==> src/rtl/sdram_line_scheduler.sv <==
// sdram_line_scheduler: shares SDRAM port 0 between download writes and per-line burst prefetch.
// Define LINE_SCHED_STATS_EN to build the saturating line/underrun counters.
module sdram_line_scheduler #(
    parameter int WORDS_PER_LINE = 2160,
    parameter int LINE_STRIDE    = 2160,
    parameter int LINES          = 720,
    parameter int END_EARLY      = 2
) (
    input  logic        clk,
    input  logic        reset_n,
    input  logic        line_start,
    input  logic [9:0]  line_index,
    input  logic        wr_req,
    input  logic [24:0] wr_addr,
    input  logic [15:0] wr_data,
    output logic        wr_ack,
    output logic [24:0] sd_addr,
    output logic [15:0] sd_data,
    output logic        sd_wr_req,
    output logic        sd_rd_req,
    output logic        sd_end_burst_req,
    input  logic        sd_data_available,
    input  logic [15:0] sd_q,
    output logic        pix_valid,
    output logic [15:0] pix_data,
    output logic        busy,
    output logic        underrun,
    output logic [15:0] stat_lines,
    output logic [15:0] stat_underruns
);
    typedef enum logic [2:0] {IDLE, WRITE, RD_REQ, BURST, DRAIN} state_t;
    localparam logic [15:0] WPL    = 16'(WORDS_PER_LINE);
    localparam logic [15:0] END_AT = 16'(WORDS_PER_LINE - END_EARLY - 1);
    state_t      state, state_n;
    logic [15:0] count, count_n, data_n, pix_data_n;
    logic [24:0] base, base_n, new_base, addr_n;
    logic        end_sent, end_sent_n, prev_avail, fall;
    logic        wr_ack_n, wr_req_n, rd_req_n, end_n, pix_valid_n, underrun_n;

    assign fall     = prev_avail & ~sd_data_available;
    assign new_base = ({22'd0, line_index} >= LINES) ? '0 : 25'(line_index) * 25'(LINE_STRIDE);

    always_comb begin
        state_n     = state;
        count_n     = count;
        base_n      = base;
        end_sent_n  = end_sent;
        addr_n      = sd_addr;
        data_n      = sd_data;
        pix_data_n  = pix_data;
        wr_ack_n    = 1'b0;
        wr_req_n    = 1'b0;
        rd_req_n    = 1'b0;
        end_n       = 1'b0;
        pix_valid_n = 1'b0;
        underrun_n  = 1'b0;
        case (state)
            IDLE, WRITE: begin
                // a write is issued straight from IDLE so the ack is seen before wr_req is re-sampled
                if (line_start) begin
                    base_n     = new_base;
                    count_n    = '0;
                    end_sent_n = 1'b0;
                    state_n    = RD_REQ;
                end else if (wr_req && state == IDLE) begin
                    wr_ack_n = 1'b1;
                    wr_req_n = 1'b1;
                    addr_n   = wr_addr;
                    data_n   = wr_data;
                    state_n  = WRITE;
                end else begin
                    state_n = IDLE;
                end
            end
            RD_REQ: begin
                if (line_start) begin
                    underrun_n = 1'b1;
                    base_n     = new_base;
                    count_n    = '0;
                end else begin
                    rd_req_n = 1'b1;
                    addr_n   = base + 25'(count);
                    state_n  = BURST;
                end
            end
            BURST: begin
                if (line_start) begin
                    // if the burst ends this very cycle there is nothing left to drain
                    underrun_n = 1'b1;
                    base_n     = new_base;
                    end_n      = !end_sent && !fall;
                    count_n    = '0;
                    end_sent_n = 1'b0;
                    state_n    = fall ? RD_REQ : DRAIN;
                end else if (fall) begin
                    state_n = (count < WPL) ? RD_REQ : IDLE;
                end else if (sd_data_available) begin
                    pix_valid_n = count < WPL;
                    pix_data_n  = (count < WPL) ? sd_q : pix_data;
                    count_n     = (count < WPL) ? count + 16'd1 : count;
                    end_n       = !end_sent && count >= END_AT;
                    end_sent_n  = end_sent || count >= END_AT;
                end
            end
            DRAIN: begin
                underrun_n = line_start;
                base_n     = line_start ? new_base : base;
                if (fall) begin
                    count_n    = '0;
                    end_sent_n = 1'b0;
                    state_n    = RD_REQ;
                end
            end
            default: state_n = IDLE;
        endcase
    end

    always_ff @(posedge clk or negedge reset_n) begin
        if (!reset_n) begin
            state            <= IDLE;
            count            <= '0;
            base             <= '0;
            end_sent         <= 1'b0;
            prev_avail       <= 1'b0;
            wr_ack           <= 1'b0;
            sd_addr          <= '0;
            sd_data          <= '0;
            sd_wr_req        <= 1'b0;
            sd_rd_req        <= 1'b0;
            sd_end_burst_req <= 1'b0;
            pix_valid        <= 1'b0;
            pix_data         <= '0;
            busy             <= 1'b0;
            underrun         <= 1'b0;
        end else begin
            state            <= state_n;
            count            <= count_n;
            base             <= base_n;
            end_sent         <= end_sent_n;
            prev_avail       <= sd_data_available;
            wr_ack           <= wr_ack_n;
            sd_addr          <= addr_n;
            sd_data          <= data_n;
            sd_wr_req        <= wr_req_n;
            sd_rd_req        <= rd_req_n;
            sd_end_burst_req <= end_n;
            pix_valid        <= pix_valid_n;
            pix_data         <= pix_data_n;
            busy             <= state_n != IDLE;
            underrun         <= underrun_n;
        end
    end

`ifdef LINE_SCHED_STATS_EN
    logic done;
    assign done = state == BURST && !line_start && fall && count >= WPL;

    always_ff @(posedge clk or negedge reset_n) begin
        if (!reset_n) begin
            stat_lines     <= '0;
            stat_underruns <= '0;
        end else begin
            if (done && stat_lines != 16'hFFFF) stat_lines <= stat_lines + 16'd1;
            if (underrun_n && stat_underruns != 16'hFFFF) stat_underruns <= stat_underruns + 16'd1;
        end
    end
`else
    assign stat_lines     = '0;
    assign stat_underruns = '0;
`endif
endmodule
==> config.mk <==
export PLATFORM = sky130hd
export DESIGN_NAME = sdram_line_scheduler
export DESIGN_NICKNAME = d
export VERILOG_FILES = /design/src/rtl/sdram_line_scheduler.sv
export SDC_FILE = /design/constraint.sdc
export NUM_CORES = 1
export LEC_CHECK = 0
export ABC_AREA = 1
export CORE_ASPECT_RATIO = 0.75
export CORE_MARGIN = 2
export CORE_UTILIZATION = 50
export DETAILED_ROUTE_END_ITERATION = 8
export PLACE_DENSITY = 0.82
export RECOVER_POWER = 100
export SETUP_SLACK_MARGIN = 0.02
export SLEW_MARGIN = 10
export SYNTH_ARGS = -nofsm -noshare
export SYNTH_HDL_FRONTEND = slang
export SYNTH_SLANG_ARGS = --single-unit
==> constraint.sdc <==
create_clock -name clk -period 2.2 [get_ports clk]
set_clock_uncertainty 0.15 [all_clocks]
set_input_delay 0.22 -clock clk [delete_from_list [all_inputs] [get_ports clk]]
set_output_delay 0.22 -clock clk [all_outputs]
set_load 0.02 [all_outputs]
==> impl_metrics.py, run 1 <==
metrics = {
    "setup_path": {
        "reg2reg_from": "state[1]$_DFF_PN0_",
        "worstPathArrival_ns": 2.76,
        "path_cells": "buf_2 -> buf_6 -> buf_4 -> buf_4 -> ha_4 -> inv_1 -> fa_1 -> inv_2 -> ha_4 -> nand2_4 -> inv_1 -> nand2_2 -> nand3_4 -> nand2_1 -> nand2_1 -> a21oi_1 -> o21ai_1 -> nand2_1",
        "critical-path-top-delay-family": "adder cells",
        "cp_num_buf_inv": 7,
        "endpoint_kind": "flip-flop",
        "critPathLaunchType": "input pin",
        "slowest_delay_ns": 0.54,
        "required_ns": 2.29,
        "path_common_cell": "nand2_1",
        "reg2reg_depth": 7,
        "regToRegSetupSlack_ns": -0.11,
        "worst_path_max_delay_cell": "fa_1",
        "crit_type": "input pin to flip-flop",
        "r2r-end": "sd_data[15]$_DFFE_PN0P_",
        "cp_max_fo": 5,
    },
    "global_route": {
        "grt_pass1_wl_um": 32260,
        "grt_overflow_total": 0,
        "antenna_found_initial": 0,
        "grtUsageTotal_pct": 26.59,
        "grt_pass1_vias": 6758,
        "grt_max_degree": 56,
    },
    "timing": {
        "relSlewSlack_pct": 7.017,
        "min_period_ns": 2.679,
        "worst_slack_ns": -0.4788,
        "final-hold-violation-count": 0,
        "whs_ns": 0.1195,
        "tightest_slew_ns": 1.395,
        "setup_violations": 34,
        "drv_slew": 0,
        "max_freq_mhz": 373.3,
        "tns_ns": -6.221,
        "rsz0062_at_grt": "yes",
        "finalCritPeriodShare_pct": 121.8,
    },
    "min_path": {
        "hold_start": "line_index[8]",
        "hold_depth": 5,
        "worstHoldEndpoint": "base[19]$_DFFE_PN0P_",
        "min_path_type": "input pin to flip-flop",
    },
    "synthesis": {
        "postSynthAreaPerCell_um2": 7.389,
        "yosysWarnings": 0,
        "yosysMostFrequentCell": "nand2_1",
        "synth.cells.most_frequent": "nand2_1, inv_1, dfrtp_1, nor2_1, ha_1",
        "ys_async_sr_fraction_pct": 100.0,
        "synth_ff_type": "dfrtp_1",
        "yosys.area.top_type_share_pct": 35.83,
        "ys_seq_elements": 102,
        "synth_edf_count": 0,
        "synthCells": 964,
        "synth_area_um2": 7123,
        "yosys-top-cells-area": "dfrtp_1, nand2_1, ha_1",
        "synth_seq_area_share_pct": 35.83,
        "synth_area_leader_cell": "dfrtp_1",
        "yosysUniqueCellTypes": 40,
    },
    "cts": {
        "h-tree-depth": 3,
        "root_buffer": "clkbuf_16",
        "clock-sinks": 102,
        "worstSkewPairLatency_ns": 0.36,
        "cts_buffers": 9,
        "cts_tree": "built",
        "clockBufferDepth": 2,
        "path_clk_slew_ns": 0.07,
    },
    "floorplan": {
        "start_util_pct": 51.63,
        "ioPinCount": 168,
        "die_width_um": 141.8,
        "fp.dieH_um": 107.4,
        "num_rows": 37,
        "dieArea_um2": 15230,
        "core_um2": 13800,
    },
    "detailed_routing": {
        "via_per_inst": 5.234,
        "num_vias": 7076,
        "dr.pass1.iters": 6,
        "routed-wl-met3_um": 1210,
        "drtIter0Drc": 555,
        "wl_met1_um": 9183,
        "maxUsedRoutingLayer": "met4",
        "route.detailed.drc": 0,
        "wl_met2_um": 10230,
        "drt_wl_total_um": 21360,
        "routedWlPerCell_um": 15.80,
        "antenna_left": 0,
    },
    "pwr": {
        "power.density_nw_per_um2": 1023,
        "combPwrFrac_pct": 55.7,
        "power_frac_seq_pct": 28.5,
        "pwr-share-clk_pct": 15.9,
        "switching_share_pct": 44.51,
        "vdd.ir_drop.worst_mv": 0.6457,
        "leakagePower_nw": 5.112,
        "p_sw_w": 0.004581,
        "internal-power_w": 0.005710,
    },
    "place": {
        "port_buffers": 135,
        "place_congestion": 0.9057,
        "pre_cts_slack_ns": -1.325,
        "hpwl_um": 14780,
        "numPlacedInstances": 1315,
    },
    "layout": {
        "final_cells": 1352,
        "area_delta_synth_final_pct": 41.26,
        "diodes": 0,
        "final_util_pct": 72.94,
        "nets": 1315,
        "drive_gt1_share_pct": 19.03,
    },
    "outcome": {
        "violations": "negative setup slack",
        "outcome": "finished with violations",
    },
    "run": {
        "drv_cap": 0,
    },
}
layout by cell type (no fill, tap or decap), types with 31 or more instances in the layout:
master,n
dfrtp_1,102
inv_1,109
nand3_1,43
dlygate4sd3_1,65
nand2_1,306
buf_4,63
ha_1,31
conb_1,32
clkdlybuf4s50_1,60
nor2_1,75
state kept, by name, summed over array words and instances (netlist names):
signal and flops:
sd_wr_req 1, prev_avail 1, underrun 1, sd_end_burst_req 1, state 3, sd_addr 25
pix_data 16, count 16, sd_data 16, base 18, pix_valid 1, sd_rd_req 1
busy 1, end_sent 1
metrics by stage:
step	total power (W)	instance area, um2
finish	0.01029	10060
global route	0.01093	10060
CTS	0.01016	9893
detailed placement	0.008288	9303
global placement	0.008168	9303
floorplan	0.006146	7587
per-layer routing:
metal	global-route usage (%)	vias up
met4	8.786	0
li1	-	3380
met1	35.03	3341
met5	0	-
met3	4.404	69
met2	44.97	286
tightest hold or removal path, cell delays in order:
cell,delay (ns)
buf_12,0.11
buf_4,0.12
nand2_1,0.05
nand3_2,0.05
nand2_1,0.04
layout make-up:
type	instances	area, um2
Multi-Input combinational cell	705	4395
Clock buffer	9	225.2
Clock inverter	7	88.84
Tap cell	175	219.0
Fill cell	1016	3734
Inverter	137	549.3
Sequential cell	102	2552
Timing Repair Buffer	217	2032
cell families after synthesis:
| group | count (synthesis) | share of synthesized area, % |
|---|---|---|
| xor+xnor | 10 | 1.230 |
| compound gates | 91 | 7.395 |
| fa+ha+maj | 71 | 13.84 |
| simple gates | 501 | 29.33 |
| other cells | 1 | 0.05265 |
| buf+inv | 188 | 12.31 |
| flops | 102 | 35.83 |
power by group through the flow:
stage / sequential (W) / clock (W) / combinational [W]
2_1_floorplan: 0.00357 / 0 / 0.00258
3_3_place_gp: 0.00297 / 0 / 0.00520
3_5_place_dp: 0.00297 / 0 / 0.00532
4_1_cts: 0.00295 / 0.00165 / 0.00556
5_1_grt: 0.00300 / 0.00173 / 0.00620
6_report: 0.00293 / 0.00163 / 0.00573
worst max path at each step:
stage | from | cells after the start | to | slack, ns
floorplan | line_index[8] | 16 | base[20]$_DFFE_PN0P_ | -0.50
global placement | line_index[3] | 18 | base[17]$_DFFE_PN0P_ | -1.25
detailed placement | line_index[3] | 18 | base[17]$_DFFE_PN0P_ | -1.33
CTS | line_index[8] | 18 | base[20]$_DFFE_PN0P_ | -0.50
global route | line_index[8] | 17 | base[20]$_DFFE_PN0P_ | -0.62
finish | line_index[4] | 18 | base[14]$_DFFE_PN0P_ | -0.48
repair_timing:
item                                   CTS  global route
pin swaps                               58            25
gates resized for setup                 91            43
hold buffers                             1             0
cloned                                   0             0
setup buffers                           12            11
endpoints found under the hold margin   48             0
setup endpoints to repair               19            25
Note: power is estimated with default switching activity, not from simulation.
==> run 2: changes to the inputs <==
- TNS_END_PERCENT: not set -> 5
==> run 2 against run 1 <==
Against the previous run:
- sequential share of layout area up 1.3 points
- total power down 3.5%
- critical path depth decreased by 1
- combinational power fell by 5.8%
- the flow still finishes with violations (negative setup slack)
==> impl_metrics.py, run 2 (synthesis results as in run 1) <==
metrics = {
    "outcome": {
        "outcome": "finished with violations",
        "violations": "negative setup slack",
    },
    "global_route": {
        "grt_max_degree": 40,
        "grt_pass1_wl_um": 31850,
        "grt_pass1_vias": 6571,
        "grtUsageTotal_pct": 26.03,
        "antenna_found_initial": 0,
        "grt_overflow_total": 0,
    },
    "detailed_routing": {
        "routedWlPerCell_um": 14.99,
        "dr.pass1.iters": 5,
        "drt_wl_total_um": 19990,
        "via_per_inst": 5.167,
        "drtIter0Drc": 451,
        "antenna_left": 0,
        "route.detailed.drc": 0,
        "num_vias": 6888,
    },
    "timing": {
        "whs_ns": 0.1456,
        "tightest_slew_ns": 0.9237,
        "drv_slew": 0,
        "finalCritPeriodShare_pct": 127.2,
        "min_period_ns": 2.797,
        "rsz0062_at_grt": "yes",
        "worst_slack_ns": -0.5974,
        "setup_violations": 20,
        "final-hold-violation-count": 0,
        "relSlewSlack_pct": 38.42,
        "max_freq_mhz": 357.5,
        "tns_ns": -5.389,
    },
    "floorplan": {
        "fp.dieH_um": 107.4,
        "ioPinCount": 168,
        "core_um2": 13800,
        "num_rows": 37,
        "dieArea_um2": 15230,
        "start_util_pct": 51.63,
        "die_width_um": 141.8,
    },
    "layout": {
        "final_cell_mix": "nand2_1, inv_1, dfrtp_1",
        "area_delta_synth_final_pct": 34.22,
        "drive_gt1_share_pct": 14.51,
        "final_util_pct": 69.30,
        "regMostFlops": "sd_addr",
        "largest_reg_flops": 25,
        "fin_area_um2": 9560,
        "diodes": 0,
        "final_common_cell": "nand2_1",
        "nets": 1296,
        "reg_top3": "sd_addr (25), base (18)",
    },
    "setup_path": {
        "worstPathArrival_ns": 2.89,
        "reg2reg_from": "state[2]$_DFF_PN0_",
        "critPathLaunch": "line_index[8]",
        "required_ns": 2.30,
        "crit_type": "input pin to flip-flop",
        "worst_path_max_delay_cell": "fa_1",
        "endpoint_kind": "flip-flop",
        "r2r-end": "count[7]$_DFFE_PN0P_",
        "critPathLaunchType": "input pin",
        "regToRegSetupSlack_ns": -0.07,
        "cp_max_fo": 5,
        "reg2reg_depth": 10,
        "path_common_cell": "nand2_1",
        "slowest_delay_ns": 0.53,
        "path_cells": "buf_8 -> buf_12 -> ha_4 -> fa_1 -> inv_1 -> fa_1 -> inv_1 -> ha_4 -> nand2_4 -> nor2_2 -> nor2_2 -> nor2_1 -> nor2_1 -> nand2_1 -> nand2_1 -> nand3_1 -> nand2_1",
        "endpoint": "base[20]$_DFFE_PN0P_",
    },
    "cts": {
        "clockBufferDepth": 2,
        "cts_tree": "built",
        "clock-sinks": 102,
        "worstSkewPairLatency_ns": 0.36,
        "h-tree-depth": 3,
        "root_buffer": "clkbuf_16",
        "path_clk_slew_ns": 0.07,
        "cts_buffers": 9,
    },
    "place": {
        "hpwl_um": 14380,
        "dpl_cell_area_um2": 8984,
        "pre_cts_slack_ns": -1.353,
        "port_buffers": 135,
        "place_congestion": 0.9097,
    },
    "min_path": {
        "min_path_type": "input pin to flip-flop",
    },
    "pwr": {
        "leakagePower_nw": 4.968,
        "vdd.ir_drop.worst_mv": 0.5212,
        "power.density_nw_per_um2": 1039,
    },
    "run": {
        "drv_cap": 0,
    },
}
## run 2: cell types whose count changed in the layout (fill, tap and decap cells not counted), moves of 7 or more
cell / delta
buf_4: -10
buf_6: -7
ha_1: +11
ha_4: -14
inv_1: +15
inv_2: -12
## run 2: layout make-up
cell class / instances / area [um2]
inverter: 137 / 520.5
timing repair buffer: 198 / 1848
fill: 1050 / 4235
clock buffer: 9 / 225.2
sequential: 102 / 2552
multi-input combinational: 705 / 4118
clock inverter: 7 / 77.57
tap: 175 / 219.0
## run 2: worst min path at each step
stage / end / from / depth (start not counted)
2_1_floorplan: base[10]$_DFFE_PN0P_ / reset_n / 0
3_3_place_gp: busy$_DFF_PN0_ / reset_n / 1
6_report: base[20]$_DFFE_PN0P_ / line_index[9] / 5
3_5_place_dp: sd_addr[0]$_DFFE_PN0P_ / reset_n / 1
4_1_cts: base[20]$_DFFE_PN0P_ / line_index[9] / 5
5_1_grt: base[20]$_DFFE_PN0P_ / line_index[9] / 5
## run 2: per-stage QoR
| step | std cells | power (W) |
|---|---|---|
| 6_report | 1333 | 0.009929 |
| 5_1_grt | 1333 | 0.01058 |
| 4_1_cts | 1333 | 0.009986 |
| 3_5_place_dp | 1312 | 0.008130 |
| 3_3_place_gp | 1312 | 0.007977 |
| 2_1_floorplan | 995 | 0.005985 |
## run 2: power by group
group,total [W],switching [W],internal [W]
Combinational,0.00540,0.00321,0.00219
Clock,0.00160,0.000799,0.000806
Sequential,0.00292,0.000383,0.00254
Total,0.00993,0.00439,0.00554
## run 2: worst max-delay path, delay by kind of cell
kind | cells | cell delay, ns
adder cells (fa/ha/maj) | 4 | 1.56
buffers and inverters | 4 | 0.34
AND/OR/NAND/NOR | 9 | 0.77
## run 2: what timing repair did
action                                  in CTS  in global routing
setup buffers                                4                  0
pin swaps                                   32                 22
hold endpoints to repair                    34                  0
hold buffers                                 1                  0
cloned                                       0                  0
resized for setup                           92                 27
endpoints found under the setup margin      18                 21
## run 2: metal layers
| layer | track usage (%) | up-vias | share of wire, % |
|---|---|---|---|
| met3 | 4.493 | 41 | 5.1 |
| met5 | 0 | - | 0 |
| met2 | 44.76 | 237 | 49 |
| met4 | 7.786 | 0 | 2.5 |
| li1 | - | 3351 | - |
| met1 | 33.88 | 3259 | 43 |
